### src/rtl/johnson_counter_param.sv
// -----------------------------------------------------------------------------
// johnson_counter_param
//
// WIDTH-bit sequence generator producing either a Johnson (twisted-ring)
// sequence of 2*WIDTH states or a plain one-hot ring sequence of WIDTH
// states. Supports step enable, direction, parallel load with recovery from
// illegal load values, and reports the phase index of the current state plus
// a one-cycle wrap pulse. All outputs are registered.
//
// WIDTH is legal in the range 2..16. PW is derived and must not be overridden.
//
// Ports:
//   clk       rising-edge clock
//   rst       synchronous reset, active-low
//   en        step enable, one step per clock while high
//   dir       0 = forward, 1 = reverse
//   mode      0 = Johnson (2*WIDTH states), 1 = ring (WIDTH states)
//   load      parallel load strobe (independent of en)
//   load_val  value to load
//   out       counter state
//   phase     index of out within the current sequence
//   wrap      one-cycle pulse when the sequence wraps
//   err       one-cycle pulse when an illegal value was loaded
// -----------------------------------------------------------------------------
module johnson_counter_param #(
    parameter int WIDTH = 4,
    parameter int PW    = $clog2(2 * WIDTH)
) (
    input  logic             clk,
    input  logic             rst,
    input  logic             en,
    input  logic             dir,
    input  logic             mode,
    input  logic             load,
    input  logic [WIDTH-1:0] load_val,
    output logic [WIDTH-1:0] out,
    output logic [PW-1:0]    phase,
    output logic             wrap,
    output logic             err
);

    // Starting state of each sequence: all zeros for Johnson, bit 0 for ring.
    function automatic logic [WIDTH-1:0] init_val(input logic m);
        return m ? WIDTH'(1) : '0;
    endfunction

    function automatic int popcount(input logic [WIDTH-1:0] v);
        int n;
        n = 0;
        for (int i = 0; i < WIDTH; i++) n += int'(v[i]);
        return n;
    endfunction

    // A Johnson pattern is a run of ones anchored at bit 0 (msb clear) or a
    // run of ones anchored at the msb (msb set). A value of the form 2^k-1
    // has no bits in common with its increment.
    function automatic logic johnson_legal(input logic [WIDTH-1:0] v);
        logic [WIDTH-1:0] t;
        logic [WIDTH-1:0] t_inc;
        t     = v[WIDTH-1] ? ~v : v;
        t_inc = t + WIDTH'(1);
        return (t & t_inc) == '0;
    endfunction

    function automatic logic ring_legal(input logic [WIDTH-1:0] v);
        logic [WIDTH-1:0] v_dec;
        v_dec = v - WIDTH'(1);
        return (v != '0) && ((v & v_dec) == '0);
    endfunction

    function automatic logic [PW-1:0] johnson_phase(input logic [WIDTH-1:0] v);
        int p;
        p = v[WIDTH-1] ? (2 * WIDTH - popcount(v)) : popcount(v);
        return PW'(p);
    endfunction

    function automatic logic [PW-1:0] ring_phase(input logic [WIDTH-1:0] v);
        logic [PW-1:0] p;
        p = '0;
        for (int i = 0; i < WIDTH; i++) begin
            if (v[i]) p = PW'(i);
        end
        return p;
    endfunction

    logic             mode_q;
    logic             mode_d;
    logic [WIDTH-1:0] out_d;
    logic [PW-1:0]    phase_d;
    logic             wrap_d;
    logic             err_d;
    logic [PW-1:0]    last;

    assign last = mode_q ? PW'(WIDTH - 1) : PW'(2 * WIDTH - 1);

    always_comb begin
        // NOTE: every output of this block gets a default first, so no path
        // leaves a variable unassigned and no latch is inferred.
        mode_d  = mode_q;
        out_d   = out;
        phase_d = phase;
        wrap_d  = 1'b0;
        err_d   = 1'b0;

        if (mode != mode_q) begin
            // Mode switch restarts the new sequence; load and step are ignored.
            mode_d  = mode;
            out_d   = init_val(mode);
            phase_d = '0;
        end else if (load) begin
            if (mode_q ? ring_legal(load_val) : johnson_legal(load_val)) begin
                out_d   = load_val;
                phase_d = mode_q ? ring_phase(load_val) : johnson_phase(load_val);
            end else begin
                // Never let an illegal pattern into the state register.
                out_d   = init_val(mode_q);
                phase_d = '0;
                err_d   = 1'b1;
            end
        end else if (en) begin
            if (!dir) begin
                out_d   = mode_q ? {out[WIDTH-2:0], out[WIDTH-1]}
                                 : {out[WIDTH-2:0], ~out[WIDTH-1]};
                phase_d = (phase == last) ? '0 : phase + PW'(1);
                wrap_d  = (phase == last);
            end else begin
                out_d   = mode_q ? {out[0], out[WIDTH-1:1]}
                                 : {~out[0], out[WIDTH-1:1]};
                phase_d = (phase == '0) ? last : phase - PW'(1);
                wrap_d  = (phase == '0);
            end
        end
    end

    // NOTE: state registers use non-blocking assignments so every register
    // samples the values from before this edge, independent of statement order.
    always_ff @(posedge clk) begin
        if (!rst) begin
            mode_q <= 1'b0;
            out    <= '0;
            phase  <= '0;
            wrap   <= 1'b0;
            err    <= 1'b0;
        end else begin
            mode_q <= mode_d;
            out    <= out_d;
            phase  <= phase_d;
            wrap   <= wrap_d;
            err    <= err_d;
        end
    end

endmodule
### config.mk
export PLATFORM = sky130hd
export DESIGN_NAME = johnson_counter_param
export DESIGN_NICKNAME = d
export VERILOG_FILES = /design/src/rtl/johnson_counter_param.sv
export SDC_FILE = /design/constraint.sdc
export NUM_CORES = 1
export LEC_CHECK = 0
export ABC_AREA = 1
export BUFFER_PORTS_ARGS = -buffer_cell sky130_fd_sc_hd__clkbuf_2
export CAP_MARGIN = 10
export CELL_PAD_IN_SITES_DETAIL_PLACEMENT = 0
export CELL_PAD_IN_SITES_GLOBAL_PLACEMENT = 1
export CORE_AREA = 2 2 55 57
export DETAILED_ROUTE_END_ITERATION = 7
export DIE_AREA = 0 0 57 59
export GPL_TIMING_DRIVEN = 0
export PLACE_DENSITY = 0.79
export SLEW_MARGIN = 20
export SYNTH_ARGS = -nofsm -noshare
export SYNTH_HDL_FRONTEND = slang
export SYNTH_SLANG_ARGS = --single-unit
### constraint.sdc
create_clock -name clk -period 3.15 [get_ports clk]
set_input_delay 0.4725 -clock clk [delete_from_list [all_inputs] [get_ports clk]]
set_output_delay 0.4725 -clock clk [all_outputs]
set_load 0.005 [all_outputs]
# Yosys cells after proc, flatten, opt, wreduce, memory -nomap -nowiden
# Cells that the tools add are included.
[classes]
addsub = 8
eq_ne = 2
n_mux = 25
n_bitwise = 8
n_reduce_logical = 10
[ops]
columns = ["cell", "count"]
rows = [
  ["$mux 3", 11],
  ["$mux 4", 7],
  ["$and 4x4->4", 2],
  ["$logic_not 4->1", 2],
  ["$mux 1", 7],
  ["$not 1->1", 5],
  ["$add 4x1->4 const B", 1],
  ["$not 4->4", 1],
  ["$reduce_bool 4->1", 1],
  ["$reduce_or 4->1", 1],
  ["$sub 4x1->4 const B", 1],
  ["$add 2x1->3", 1],
  ["$add 3x1->3", 1],
  ["$add 3x1->3 const B", 1],
  ["$eq 3x3->1", 1],
  ["$logic_not 3->1", 1],
  ["$reduce_bool 3->1", 1],
  ["$reduce_or 3->1", 1],
  ["$sub 1x3->3 const A", 1],
  ["$sub 3x1->3 const B", 1],
  ["$add 1x1->2", 1],
  ["$reduce_bool 2->1", 1],
  ["$reduce_or 2->1", 1],
  ["$logic_and 1x1->1", 1],
  ["$ne 1x1->1", 1],
]
[totals]
ff_bits = 10
input_bits = 10
out_inout_bits = 9
word_cells = 58

# Longest topological paths before layout
[depth]
ltp_word = 9
ltp_mapped = 15
depth_no_buf = 15

# Worst setup path after synthesis
# Ideal clock, no wire load.
[synth_timing]
path_kind = "input to register"
startpoint = "input load_val[0]"
endpoint = "register phase[2]"
setup_time_ns = 0.109
t_arrival_ns = 2.265
required_ns = 3.041
path_slack_ns = 0.776
cell_stages = 15
n_path_buf = 0
path_cell_list = "inv_1 fa_1 inv_1 ha_1 ha_1 inv_1 ha_1 nor2_2 nand2_1 nand3_1 nor2_1 a21oi_1 o21ai_1 nand2_1 inv_1"
[synth_via]
elab_chain_cells = 8
[synth_rtl]
columns = ["element", "line_no", "source"]
rows = [
  ["from (decl)", "35", "input logic [WIDTH-1:0] load_val,"],
  ["$add 1x1->2 / $not 4->4 (equally long branches)", "50, 60", ""],
  ["$add 2x1->3 / $mux 4 (equally long branches)", "50, 60", ""],
  ["$add 3x1->3 / $add 4x1->4 (equally long branches)", "50, 61", ""],
  ["$sub 1x3->3 / $and 4x4->4 (equally long branches)", "73, 62", ""],
  ["$mux 3 / $logic_not 4->1 (equally long branches)", "73, 62", ""],
  ["$mux 3 / $mux 1 (equally long branches)", "113, 111", ""],
  ["$mux 3 *", "111", "if (mode_q ? ring_legal(load_val) : johnson_legal(load_val)) begin"],
  ["$mux 3 *", "110", "end else if (load) begin"],
  ["to (signal assigned)", "147", "phase <= phase_d;"],
  ["to (decl)", "37", "output logic [PW-1:0] phase,"],
]
# Every way passes the cells marked *; elsewhere a longest branch is shown, timed or not.
# A chain may end at the register's enable or synchronous reset.

# Worst setup path in the final report
# Ends and elaborated chain as after synthesis.

==> impl_metrics.py <==
metrics = {
    "floorplan": {
        "placementRows": 19,
        "start_util": 0.365,
        "die_area_um2": 3360,
        "top_level_ports": 19,
        "fp.dieH_um": 59,
        "coreArea_um2": 2710,
        "die_w_um": 57,
    },
    "sta": {
        "slew_headroom": 0.787,
        "skew_ps": 1.58,
        "hold_viol_final": 0,
        "tightest_slew_ps": 320,
        "fmax_mhz": 429,
        "period_share": 0.740,
        "holdWs_ps": 414,
        "setup_viol": 0,
        "rsz0062_at_grt": "false",
        "setup_tns_ps": 0,
        "maxSlewViolCount": 0,
        "period_needed_ps": 2330,
        "worst_slack_ps": 819,
    },
    "global_route": {
        "grt_antenna_before_repair": 0,
        "grt_start_max_net_pins": 11,
        "overflow": 0,
        "grt_pass1_wl_um": 3710,
        "gr-usage-all-layers": 0.143,
        "grt_pass1_vias": 877,
    },
    "power": {
        "p_leak_nw": 0.613,
        "ir_drop_mv": 0.264,
        "power_mw": 0.399,
        "power_per_cell_area_nw_per_um2": 346,
    },
    "cells_and_area": {
        "syn2layout_area_growth_pct": 16.7,
        "final_nets": 192,
        "drive_gt1_frac": 0.292,
        "n_antenna_cell": 0,
        "fin_cells": 202,
        "final_common_cell": "nand2_1",
        "mostFrequentLayoutCells": "nand2_1 (31), inv_1 (20), clkbuf_2 (18), a21oi_1 (15)",
        "fill_cells": 303,
    },
    "setup_path": {
        "path_delay_family": "adder cells",
        "worst-path-buf-inv": 5,
        "cpMostUsedCell": "inv_1",
        "slowest_stage": "fa_1",
        "path_max_fanout": 4,
        "path_cells": "clkbuf_2 -> inv_1 -> fa_1 -> inv_1 -> ha_1 -> ha_1 -> inv_1 -> ha_1 -> nor2_2 -> nand2_1 -> nand3_1 -> nor2_1 -> a21oi_1 -> o21ai_1 -> nand2_1 -> inv_1",
        "crit_arrival_ps": 2510,
        "crit_required_ps": 3320,
        "path_class": "input port to flop",
        "end_kind": "flop",
        "slowest_delay_ps": 540,
        "start_kind": "input port",
    },
    "clock_network": {
        "cts_hold_buf": 0,
        "cts.path.max_buffers": 2,
        "cts_buffers": 3,
        "clock_latency_ps": 270,
        "postCtsSetupBuffers": 0,
        "clkTransAtPathRegs_ps": 70,
        "cts-resized-gates": 0,
        "cts_sinks": 10,
        "cts_tree": "done",
        "cts_root_buffer": "clkbuf_4",
        "cts_htree_levels": 1,
    },
    "synthesis": {
        "syn_area_per_cell_um2": 6.63,
        "synth.distinct_cells": 26,
        "ys_warn_count": 0,
        "ys_seq_area_frac": 0.203,
        "ys_ff_latch": 10,
        "netlist_area_um2": 988,
        "syn-num-nets": 169,
        "syn_inst": 149,
    },
    "placement": {
        "placement.io_buffers": 18,
        "hpwl_um": 1820,
        "dp_slack_ps": 520,
        "place.gp.congestion": 0.825,
        "dp_cells": 198,
    },
    "detailed_routing": {
        "postRouteAntennaNets": 0,
        "viasPerCell": 4.86,
        "vias": 982,
        "totalWireLength_um": 2170,
        "first_pass_iters": 4,
        "routed_wire_length_per_instance_um": 10.8,
        "drcViolationCount": 0,
        "drt_iter0_markers": 20,
    },
    "outcome": {
        "status": "complete, no violations",
    },
    "worst_hold_path": {
        "hold_class": "input port to flop",
    },
    "flow_run": {
        "maxCapViolCount": 0,
    },
}
==> per-layer routing <==
layer	GRT usage	vias up	share of wire
li1	-	530	-
met1	0.179	427	0.48
met2	0.243	21	0.47
met3	0.0306	4	0.040
met4	0.0498	0	0.0083
met5	0	-	0
==> path summary, 6_finish.rpt <==
kind | start | end | slack (ps) | cells past startpoint
max | load_val[0] | phase[2] | 820 | 16
max reg2reg | phase[0] | phase[2] | 1800 | 8
min reg2reg | out[1] | out[1] | 510 | 2
min | rst | mode_q | 410 | 3
==> final cells by class <==
cell class | instances | area, µm² | share of cell area
buffer | 2 | 18.8 | 0.0163
clock buffer | 4 | 36.3 | 0.0315
inverter | 28 | 108 | 0.0933
multi-input combinational | 109 | 662 | 0.574
sequential | 10 | 200 | 0.174
tap | 31 | 38.8 | 0.0336
timing repair buffer | 18 | 90.1 | 0.0781
==> power by group <==
part           leakage [nW]  internal (mW)  total (mW)  switching (mW)
clock network        0.0210         0.0702       0.121          0.0508
logic                 0.510         0.0542       0.139          0.0844
registers            0.0818          0.133       0.139         0.00590
==> state kept, by name (all words and copies together) (netlist names) <==
| name | count |
|---|---|
| wrap | 1 |
| err | 1 |
| phase | 3 |
| out | 4 |
| mode_q | 1 |
==> worst reg2reg max path: cells and delay by family, from the launching register on <==
kind	cells	cell delay, ps
AO/OA/AOI/OAI	2	180
adder cells (fa/ha/maj)	1	220
flip-flops	1	370
buffers and inverters	2	120
AND/OR/NAND/NOR	3	360
==> cell usage after synthesis (all sizes together) <==
cell | n | area (µm²)
nand2 | 34 | 135
inv | 28 | 108
a21oi | 18 | 101
nand3 | 14 | 90.1
nor2 | 14 | 70.1
o21ai | 11 | 58.8
dfxtp | 10 | 200
ha | 9 | 113
a22oi | 2 | 15.0
buf | 2 | 18.8
nor3 | 2 | 10.0
fa | 1 | 20.0
nand4 | 1 | 6.26
o21a | 1 | 8.76
o22ai | 1 | 6.26
xor2 | 1 | 27.5
==> through the flow <==
stage | cell area (µm²) | utilization
3_3_place_gp | 1120 | 0.412
2_1_floorplan | 988 | -
4_1_cts | 1150 | 0.426
3_5_place_dp | 1120 | 0.412
5_1_grt | 1150 | 0.426
6_report | 1150 | 0.426
==> cell families (layout without fill, tap and decap cells) <==
| group | count (synthesis) | after routing | share of synthesized area |
|---|---|---|---|
| AOI/OAI and AO/OA | 33 | 33 | 0.192 |
| xor gates and xnor gates | 1 | 1 | 0.0279 |
| adders and majority gates | 10 | 10 | 0.134 |
| buffers and inverters | 30 | 52 | 0.128 |
| DFF | 10 | 10 | 0.203 |
| and+or+nand+nor | 65 | 65 | 0.315 |
No activity file was read; power rests on OpenSTA's default activity.
